===== src/rtl/conv_enc_pkg.sv =====
// Shared types and helpers for the convolutional encoder and the decoder
// blocks that reuse its branch logic.
package conv_enc_pkg;

   typedef enum logic [1:0] {
      StIdle,
      StData,
      StTail
   } state_e;

   // Classic K=3, rate-1/2 trellis: generator 0 in the MSBs
   localparam logic [5:0] G_K3_R2 = {3'b111, 3'b101};

   function automatic logic parity(input logic [31:0] vec);
      return ^vec;
   endfunction

endpackage


===== src/rtl/conv_enc_branch.sv =====
// Combinational branch-symbol generator: maps {input, shift register} to the
// N parity bits of the configured generators.
module conv_enc_branch
   import conv_enc_pkg::*;
#(
   parameter int unsigned    K = 3,
   parameter int unsigned    N = 2,
   parameter logic [N*K-1:0] G = G_K3_R2
) (
   input  logic [K-1:0] i_v,
   output logic [N-1:0] o_sym
);

   // Generator j sits at slice N-1-j and drives symbol bit N-1-j
   always_comb begin
      o_sym = '0;
      for (int i = 0; i < int'(N); i++) begin
         o_sym[i] = parity(32'(G[i*K +: K] & i_v));
      end
   end

endmodule


===== src/rtl/conv_encoder.sv =====
// Framed rate-1/N feed-forward convolutional encoder with optional zero-tail
// termination and valid/ready handshakes on both sides.
module conv_encoder
   import conv_enc_pkg::*;
#(
   parameter int unsigned    K     = 3,
   parameter int unsigned    N     = 2,
   parameter logic [N*K-1:0] G     = G_K3_R2,
   parameter int unsigned    LEN_W = 8
) (
   input  logic             clk,
   input  logic             rst_n,
   input  logic             i_start,
   input  logic [LEN_W-1:0] i_frame_len,
   input  logic             i_tail_en,
   input  logic             i_in_valid,
   output logic             o_in_ready,
   input  logic             i_in_bit,
   output logic             o_out_valid,
   input  logic             i_out_ready,
   output logic [N-1:0]     o_out_sym,
   output logic             o_out_last,
   output logic             o_busy
);

   state_e           r_state;
   logic [K-2:0]     r_sr;
   logic [LEN_W-1:0] r_cnt;
   logic             r_tail_en;
   logic [3:0]       r_tail_cnt;
   logic             r_out_valid;
   logic [N-1:0]     r_out_sym;
   logic             r_out_last;

   logic             w_free;
   logic             w_pop;
   logic             w_in;
   logic [K-1:0]     w_v;
   logic [K-2:0]     w_sr_next;
   logic [N-1:0]     w_sym;

   assign w_pop     = r_out_valid && i_out_ready;
   assign w_free    = !r_out_valid || i_out_ready;
   assign w_in      = (r_state == StTail) ? 1'b0 : i_in_bit;
   assign w_v       = {w_in, r_sr};
   assign w_sr_next = {w_in, r_sr[K-2:1]};

   conv_enc_branch #(
      .K (K),
      .N (N),
      .G (G)
   ) u_branch (
      .i_v   (w_v),
      .o_sym (w_sym)
   );

   always_ff @(posedge clk or negedge rst_n) begin
      if (!rst_n) begin
         r_state     <= StIdle;
         r_sr        <= '0;
         r_cnt       <= '0;
         r_tail_en   <= 1'b0;
         r_tail_cnt  <= '0;
         r_out_valid <= 1'b0;
         r_out_sym   <= '0;
         r_out_last  <= 1'b0;
      end else begin
         // A load below overrides this pop in the same cycle
         if (w_pop) begin
            r_out_valid <= 1'b0;
         end
         unique case (r_state)
            StIdle: begin
               if (i_start && (i_frame_len != '0) && !r_out_valid) begin
                  r_sr      <= '0;
                  r_cnt     <= i_frame_len;
                  r_tail_en <= i_tail_en;
                  r_state   <= StData;
               end
            end
            StData: begin
               if (i_in_valid && w_free) begin
                  r_out_valid <= 1'b1;
                  r_out_sym   <= w_sym;
                  r_out_last  <= 1'b0;
                  r_sr        <= w_sr_next;
                  r_cnt       <= r_cnt - LEN_W'(1);
                  if (r_cnt == LEN_W'(1)) begin
                     if (r_tail_en) begin
                        r_tail_cnt <= 4'(K - 2);
                        r_state    <= StTail;
                     end else begin
                        r_out_last <= 1'b1;
                        r_state    <= StIdle;
                     end
                  end
               end
            end
            StTail: begin
               if (w_free) begin
                  r_out_valid <= 1'b1;
                  r_out_sym   <= w_sym;
                  r_sr        <= w_sr_next;
                  if (r_tail_cnt == '0) begin
                     r_out_last <= 1'b1;
                     r_state    <= StIdle;
                  end else begin
                     r_out_last <= 1'b0;
                     r_tail_cnt <= r_tail_cnt - 4'd1;
                  end
               end
            end
            default: r_state <= StIdle;
         endcase
      end
   end

   assign o_in_ready  = (r_state == StData) && w_free;
   assign o_out_valid = r_out_valid;
   assign o_out_sym   = r_out_sym;
   assign o_out_last  = r_out_last;
   assign o_busy      = (r_state != StIdle) || r_out_valid;

endmodule


===== config.mk =====
export PLATFORM = sky130hd
export DESIGN_NAME = conv_encoder
export DESIGN_NICKNAME = d
export VERILOG_FILES = /design/src/rtl/conv_enc_pkg.sv /design/src/rtl/conv_enc_branch.sv /design/src/rtl/conv_encoder.sv
export SDC_FILE = /design/constraint.sdc
export NUM_CORES = 1
export LEC_CHECK = 0
export ABC_AREA = 1
export CELL_PAD_IN_SITES_DETAIL_PLACEMENT = 1
export CELL_PAD_IN_SITES_GLOBAL_PLACEMENT = 1
export CORE_ASPECT_RATIO = 0.75
export CORE_MARGIN = 5
export CORE_UTILIZATION = 41
export DETAILED_ROUTE_END_ITERATION = 12
export PLACE_DENSITY_LB_ADDON = 0.25
export RECOVER_POWER = 100
export SETUP_SLACK_MARGIN = 0.1
export SYNTH_ARGS = -nofsm -noshare
export SYNTH_HDL_FRONTEND = slang
export SYNTH_SLANG_ARGS = --single-unit

===== constraint.sdc =====
create_clock -name clk -period 4 [get_ports clk]
set_input_delay 0.8 -clock clk [delete_from_list [all_inputs] [get_ports clk]]
set_output_delay 0.8 -clock clk [all_outputs]
set_load 0.005 [all_outputs]

Word level (Yosys, flattened, before mapping)
Index checks and enable logic that the tools add are counted.
{ "totals": {"ff_bits": 21, "latch_bits": 0, "ramBits": 0, "mem_bits_ro": 0, "in_bits": 15, "elab_cells": 77, "n_memories": 0} }
{ "op_classes": {"add_sub_neg": 2, "multipliers": 0, "n_div": 0, "n_lt_le_gt_ge": 0, "eq_ne": 10, "shift": 0, "mux": 34, "bitwise_logic": 0, "reduce_logical": 23} }
{ "op_table": {"columns": ["operator", "count"], "rows": [
  ["parity 32 bit", 2],
  ["2-to-1 mux 2 bit", 11],
  ["2-to-1 mux 4 bit", 5],
  ["2-to-1 mux 8 bit", 2],
  ["one-hot mux 8 bit (2 select lines)", 1],
  ["inequality test 2 bit (second input constant)", 6],
  ["one-hot mux 2 bit (3 select lines)", 2],
  ["2-to-1 mux 1 bit", 9],
  ["equality test 8 x 1 -> 1 bit (second input constant)", 1],
  ["one-hot mux 4 bit (2 select lines)", 1],
  ["nonzero test 8 bit", 1],
  ["subtractor 8 x 1 -> 8 bit (second input constant)", 1],
  ["AND reduction 3 bit", 2],
  ["AND reduction 6 bit", 1],
  ["nonzero test 2 bit", 3],
  ["logical AND 1 bit", 5],
  ["AND reduction 5 bit", 1],
  ["zero test 4 bit", 1],
  ["one-hot mux 1 bit (2 select lines)", 2],
  ["one-hot mux 2 bit (2 select lines)", 1],
  ["AND reduction 4 bit", 1],
  ["subtractor 4 x 1 -> 4 bit (second input constant)", 1],
  ["nonzero test 3 bit", 1],
  ["equality test 2 x 1 -> 1 bit (second input constant)", 1],
  ["other kinds (6)", 7]
]} }

Depth between registers and ports, before layout
Gate-level depths: netlist of the first run.
{ "logic_depth": {"ltp_word": 5, "mapped_depth": 11} }

Cells and area by module
From an unflattened synthesis of the first run, not the netlist that was laid out.
{ "hier_totals": {"hier_cells": 225, "hier_area_um2": 1470.2} }
{ "by_module_without_submodules": {"columns": ["module", "instances", "cells_per_inst", "area_per_inst_um2", "seq_area_each_um2"], "rows": [
  ["conv_encoder", 1, 214, 1426.4, 525.5],
  ["conv_enc_branch", 1, 11, 43.8, 0.0]
]} }

Least setup slack after synthesis of the first run
Ideal clock, no wire load.
{ "synth_path": {"path_type": "input-to-output", "from": "input i_out_ready", "to": "output o_in_ready", "arrival_ns": 1.044, "slack_ns": 2.156, "path_stages": 4, "n_path_buf": 0, "path_cell_list": "inv_1 > nand2_1 > inv_1 > nor2_1"} }
{ "synth_between": {"elab_chain_cells": 2} }
{ "synth_rtl": {"columns": ["element", "line_no", "rtl"], "rows": [
  ["start: declaration", "conv_encoder.sv:20", "input logic i_out_ready,"],
  ["logical OR 1 bit", "conv_encoder.sv:43", "assign w_free = !r_out_valid || i_out_ready;"],
  ["logical AND 1 bit", "conv_encoder.sv:118", "assign o_in_ready = (r_state == StData) && w_free;"],
  ["end: declaration", "conv_encoder.sv:17", "output logic o_in_ready,"]
]} }
No other way between the ends.

Final worst setup path of the first run
{ "layout_path": {"from": "register r_state[1]", "to": "output o_in_ready"} }
{ "layout_between": {"elab_chain_cells": 2} }
{ "layout_rtl": {"columns": ["element", "line_no", "rtl"], "rows": [
  ["start: declaration", "conv_encoder.sv:26", "state_e r_state;"],
  ["start signal: assignment", "conv_encoder.sv:59", "r_state <= StIdle;"],
  ["start signal: assignment", "conv_encoder.sv:78", "r_state <= StData;"],
  ["start signal: assignment", "conv_encoder.sv:91", "r_state <= StTail;"],
  ["equality test 2 x 1 -> 1 bit", "conv_encoder.sv:118", null],
  ["logical AND 1 bit", "conv_encoder.sv:118", null]
]} }
No other way between the ends.

==> results of run 1 <==
==> worst max path at each step <==
stage	slack [ns]	start	cells after the start	to
after CTS	0.90	r_state[1]	5	o_in_ready
final	0.89	r_state[1]	5	o_in_ready
after global placement	1.19	i_out_ready	6	o_in_ready
after detailed placement	1.16	i_out_ready	6	o_in_ready
after global routing	0.78	r_state[1]	5	o_in_ready
after floorplan	2.16	i_out_ready	4	o_in_ready
==> power by group <==
part	switching, mW	leakage [nW]	internal, mW	total, mW
clock	0.0782	0.0255	0.0698	0.148
combinational	0.479	0.591	0.273	0.751
sequential	0.0841	0.265	0.302	0.386
==> state kept, by name, summed over array words and instances (netlist names) <==
signal,flops
r_sr,2
o_out_sym,2
o_out_valid,1
r_cnt,8
r_state,2
o_out_last,1
r_tail_cnt,4
r_tail_en,1
==> metal layers <==
metal	up-vias	global-route usage, %	share of wire (%)
li1	675	-	-
met1	637	23.3	51
met2	38	28.4	42
met3	5	4.39	6.2
met4	0	5.99	1.2
met5	-	0	0
==> Yosys cell counts, drive strengths merged <==
cell    instances  area (um^2)
a21oi           2         10.0
a31oi           1         6.26
buf             4         41.3
dfrtp          21          526
ha              7         87.6
inv            27          101
mux2i           1         10.0
nand2          84          325
nand3          15         75.1
nand4           4         25.0
nor2           20          118
nor3            1         5.00
o211ai          1         7.51
o21ai          12         63.8
or2             1         6.26
xnor2           1         8.76
xor2            4         35.0
==> worst min-delay path, delay by kind of cell (launching register included) <==
kind | cells | cell delay, ns
DFF | 1 | 0.34
and+or+nand+nor | 2 | 0.10
==> layout make-up <==
| cell class | count | area (um^2) |
|---|---|---|
| Timing Repair Buffer | 20 | 200 |
| Clock inverter | 1 | 5.00 |
| Multi-Input combinational cell | 154 | 759 |
| Inverter | 27 | 101 |
| Sequential cell | 21 | 526 |
| Clock buffer | 3 | 41.3 |
| Tap cell | 40 | 50.0 |
| Fill cell | 434 | 1670 |
==> cells by family after synthesis <==
| family | Yosys count |
|---|---|
| AO/OA/AOI/OAI | 16 |
| XOR/XNOR | 5 |
| adder cells (fa/ha/maj) | 7 |
| buffers and inverters | 31 |
| flip-flops | 21 |
| multiplexers | 1 |
| AND/OR/NAND/NOR | 125 |
==> stage by stage <==
stage	setup slack, ns	util [%]
finish	0.885	50.1
global route	0.776	50.1
CTS	0.903	50.9
detailed placement	1.16	49.5
global placement	1.19	49.5
floorplan	2.16	-
==> results_dict.tcl, run 1 <==
set metrics [dict create \
    status "complete, no violations" \
    wl_per_cell_um 14.2 \
    ys_seq_elements 21 \
    path_clk_slew_ns 0.08 \
    yosysWarnings 0 \
    antenna_found_initial 0 \
    dp_cells 262 \
    synth_cells 206 \
    synth-compound-area-share_pct 6.03 \
    clkSinkCount 21 \
    clock_latency_ns 0.27 \
    hold_class "reg2reg" \
    synth_top_family_by_area "simple AND/OR/NAND/NOR gates" \
    max_stage_delay_ns 0.58 \
    peakVddDrop_mv 0.325 \
    synthMuxAreaShare_pct 0.690 \
    min_to "o_out_sym[0]" \
    finalCritPeriodShare_pct 77.9 \
    slowest_stage "dlygate4sd3_1" \
    coreArea_mm2 0.00336 \
    cts_tree "yes" \
    critPathBufInv 3 \
    die_w_um 78.7 \
    via_per_inst 5.09 \
    stdcell_area_mm2 0.00168 \
    grt_usage_pct 17.6 \
    fin_tns_setup_ns 0 \
    synth-simple-area-share_pct 38.2 \
    ys_types 25 \
    worstMarginPinSlew_ns 1.02 \
    layout_common_cells "nand2_1 (83), inv_1 (25), dfrtp_1 (21)" \
    syn-num-nets 228 \
    drive_above_1_share_pct 4.87 \
    grt_pass1_vias 1415 \
    htreeDepth 1 \
    critical_path_required_ns 3.20 \
    grt_pass1_wl_mm 6.54 \
    finClkSkew_ns 0.00480 \
    dp_hpwl_mm 2.98 \
    arrival_ns 2.31 \
    dpl_cell_area_mm2 0.00166 \
    ant_nets 0 \
    postCtsHoldBufs 0 \
    rr_worst_depth 8 \
    slew_headroom_pct 32.1 \
    finalPower_mw 1.29 \
    worstPathCellList "inv_1, ha_1, inv_1, nor2_1, dlygate4sd3_1" \
    wirelength_mm 3.78 \
    p_per_area_mw_per_mm2 764 \
    setup_violations 0 \
    nets 249 \
    fin_crit_ns 3.11 \
    crit_path_max_fanout 13 \
    post_cts_buffers 0 \
    io_pins 21 \
    drt_pass1_iterations 4 \
    rsz0062_at_grt "false" \
    dieArea_mm2 0.00484 \
    whs_ns 0.471 \
    gp_congestion 0.776 \
    r2r_start "r_state[1]" \
    start_util_pct 43.3 \
    cp-end-kind "primary output" \
    slew_violations 0 \
    yosysSeqAreaShare_pct 36.2 \
    hold_depth 2 \
    die_h_um 61.5 \
    ctsResizeCount 0 \
    areaGrowthSynthToFinish_pct 15.9 \
    overflow 0 \
    grt_max_degree 22 \
    rows 18 \
    drv_cap 0 \
    yosys.area_share.xor_xnor_pct 3.02 \
    remaining_drc_errors 0 \
    p_leak_nw 0.881 \
    port_buffers 20 \
    clk_path_buf_depth 2 \
    avgSynthCellArea_um2 7.05 \
    hold_viol 0 \
    max_freq_mhz 321 \
    cp-start-kind "flop" \
    reg2reg_to "r_cnt[7]" \
    crit_path_frequent_cell "inv_1" \
    num_vias 1355 \
    cts_buffers 3 \
    critical_path_class "reg2out" \
    drtIter0Drc 57 \
    critPathTopFamily "buffers and inverters" \
    diodes 0 \
    final_cells 266 \
    cts-root-buf "clkbuf_8" \
    syn-cell-area_mm2 0.00145 \
    min_from "o_out_sym[0]" \
    final_common_cell "nand2_1" \
    ff2ff_setup_slack_ns 1.62 \
    synthAdderAreaFrac_pct 6.03 \
]
(Power assumes the default switching activity.)
==> inputs of run 2 (changes only) <==
- CORE_UTILIZATION: 41 -> 35
- clock period: 4 -> 2.6 ns (I/O delays scaled with it)
==> run 2 against run 1 <==
Global-route usage decreased by 3.2 points. Sequential cell count unchanged. Clock-buffer cell count increased by 1. Cell count increased by 7.1%. Sequential share of layout area decreased by 0.84 points. Largest power group unchanged. Power increased by 54%. Critical path depth increased by 1. Highest routed layer unchanged. Worst setup slack got worse by 0.68 ns. Via count decreased by 4.1%. Combinational power increased by 57%.
==> results_dict.tcl, run 2 (synthesis gave the netlist of run 1 again) <==
set metrics [dict create \
    status "complete, no violations" \
    hold_class "reg2reg" \
    grt_usage_pct 14.4 \
    dp_cells 281 \
    clock_latency_ns 0.26 \
    critical_path_required_ns 2.08 \
    fin_tns_setup_ns 0 \
    coreArea_mm2 0.00403 \
    num_vias 1300 \
    finalPower_mw 1.98 \
    rsz0062_at_grt "false" \
    via_per_inst 4.56 \
    cts_buffers 3 \
    max_flop_register "r_cnt" \
    areaGrowthSynthToFinish_pct 19.1 \
    antenna_found_initial 0 \
    drt_pass1_iterations 4 \
    crit_path_max_fanout 3 \
    drive_above_1_share_pct 6.52 \
    cts-root-buf "clkbuf_8" \
    path_clk_slew_ns 0.07 \
    ant_nets 0 \
    htreeDepth 1 \
    grt_pass1_wl_mm 6.42 \
    arrival_ns 1.87 \
    p_per_area_mw_per_mm2 1150 \
    met3_length_um 201 \
    critPathBufInv 4 \
    io_pins 21 \
    cts_tree "yes" \
    critical_path_class "in2out" \
    final_cells 285 \
    dieArea_mm2 0.00555 \
    reg_top3 "r_cnt (8), r_tail_cnt (4)" \
    gp_congestion 0.750 \
    met1_length_mm 1.93 \
    worstMarginPinSlew_ns 1.23 \
    start_util_pct 36.0 \
    die_h_um 65.8 \
    clkSinkCount 21 \
    postCtsHoldBufs 0 \
    max_stage_delay_ns 0.57 \
    dp_hpwl_mm 2.87 \
    finalCritPeriodShare_pct 92.0 \
    wl_met2_mm 1.39 \
    topRoutingLayerUsed "met4" \
    wirelength_mm 3.55 \
    post_cts_buffers 0 \
    die_w_um 84.4 \
    clk_path_buf_depth 2 \
    diodes 0 \
    cp-end-kind "primary output" \
    worstPathCellList "dlygate4sd3_1, inv_1, nand2_1, inv_1, nor2_1, dlygate4sd3_1" \
    stdcell_area_mm2 0.00173 \
    slowest_stage "dlygate4sd3_1" \
    peakVddDrop_mv 0.494 \
    setup_violations 0 \
    final_common_cell "nand2_1" \
    grt_max_degree 22 \
    wl_per_cell_um 12.4 \
    finClkSkew_ns 0.00874 \
    slew_headroom_pct 18.1 \
    port_buffers 20 \
    layout_common_cells "nand2_1 (83), inv_1 (25), dfrtp_1 (21)" \
    overflow 0 \
    drtIter0Drc 42 \
    max_freq_mhz 418 \
    drv_cap 0 \
    largest_reg_flops 8 \
    rows 20 \
    fin_crit_ns 2.39 \
    hold_viol 0 \
    grt_pass1_vias 1315 \
    cp-start-kind "input port" \
    ctsResizeCount 0 \
    critPathTopFamily "buffers and inverters" \
    nets 253 \
    slew_violations 0 \
    p_leak_nw 0.896 \
    remaining_drc_errors 0 \
    dpl_cell_area_mm2 0.00171 \
]
-- run 2: routing by layer --
layer	track usage, %	vias to the layer above
met5	0	-
met3	4.11	2
met1	21.2	595
met2	21.4	21
met4	1.78	0
li1	-	682
-- run 2: worst min-delay path, delay by kind of cell, from the launching register on --
| kind | cells | cell delay [ns] |
|---|---|---|
| flops | 1 | 0.34 |
| simple gates | 2 | 0.10 |
-- run 2: through the flow --
| stage | util (%) | setup WS [ns] | hold WS, ns |
|---|---|---|---|
| 2_1_floorplan | - | 1.12 | 0.224 |
| 3_3_place_gp | 42.4 | 0.354 | 0.463 |
| 3_5_place_dp | 42.4 | 0.327 | 0.464 |
| 4_1_cts | 43.5 | 0.320 | 0.485 |
| 5_1_grt | 42.9 | 0.130 | 0.528 |
| 6_report | 42.9 | 0.207 | 0.473 |
-- run 2: final timing paths --
path	depth (start not counted)	endpoint	slack, ns	start
min reg2reg	2	o_out_sym[1]	0.47	o_out_sym[1]
min in group asynchronous	2	r_cnt[1]	1.02	rst_n
max in group asynchronous	2	r_sr[0]	0.84	rst_n
max reg2reg	9	r_cnt[1]	0.80	r_state[1]
max	6	o_in_ready	0.21	i_out_ready
min	2	o_out_sym[1]	0.47	o_out_sym[1]
-- run 2: final cells by class --
type | count | area (um^2)
inverter | 27 | 101
clock buffer | 4 | 45.0
sequential | 21 | 526
tap | 55 | 68.8
fill | 553 | 2300
timing repair buffer | 24 | 223
multi-input combinational | 154 | 766
-- run 2: power by group --
| part | switching [mW] | leakage [nW] | internal, mW | total, mW |
|---|---|---|---|---|
| Clock | 0.111 | 0.0228 | 0.109 | 0.221 |
| Sequential | 0.120 | 0.265 | 0.465 | 0.585 |
| Combinational | 0.731 | 0.609 | 0.448 | 1.18 |
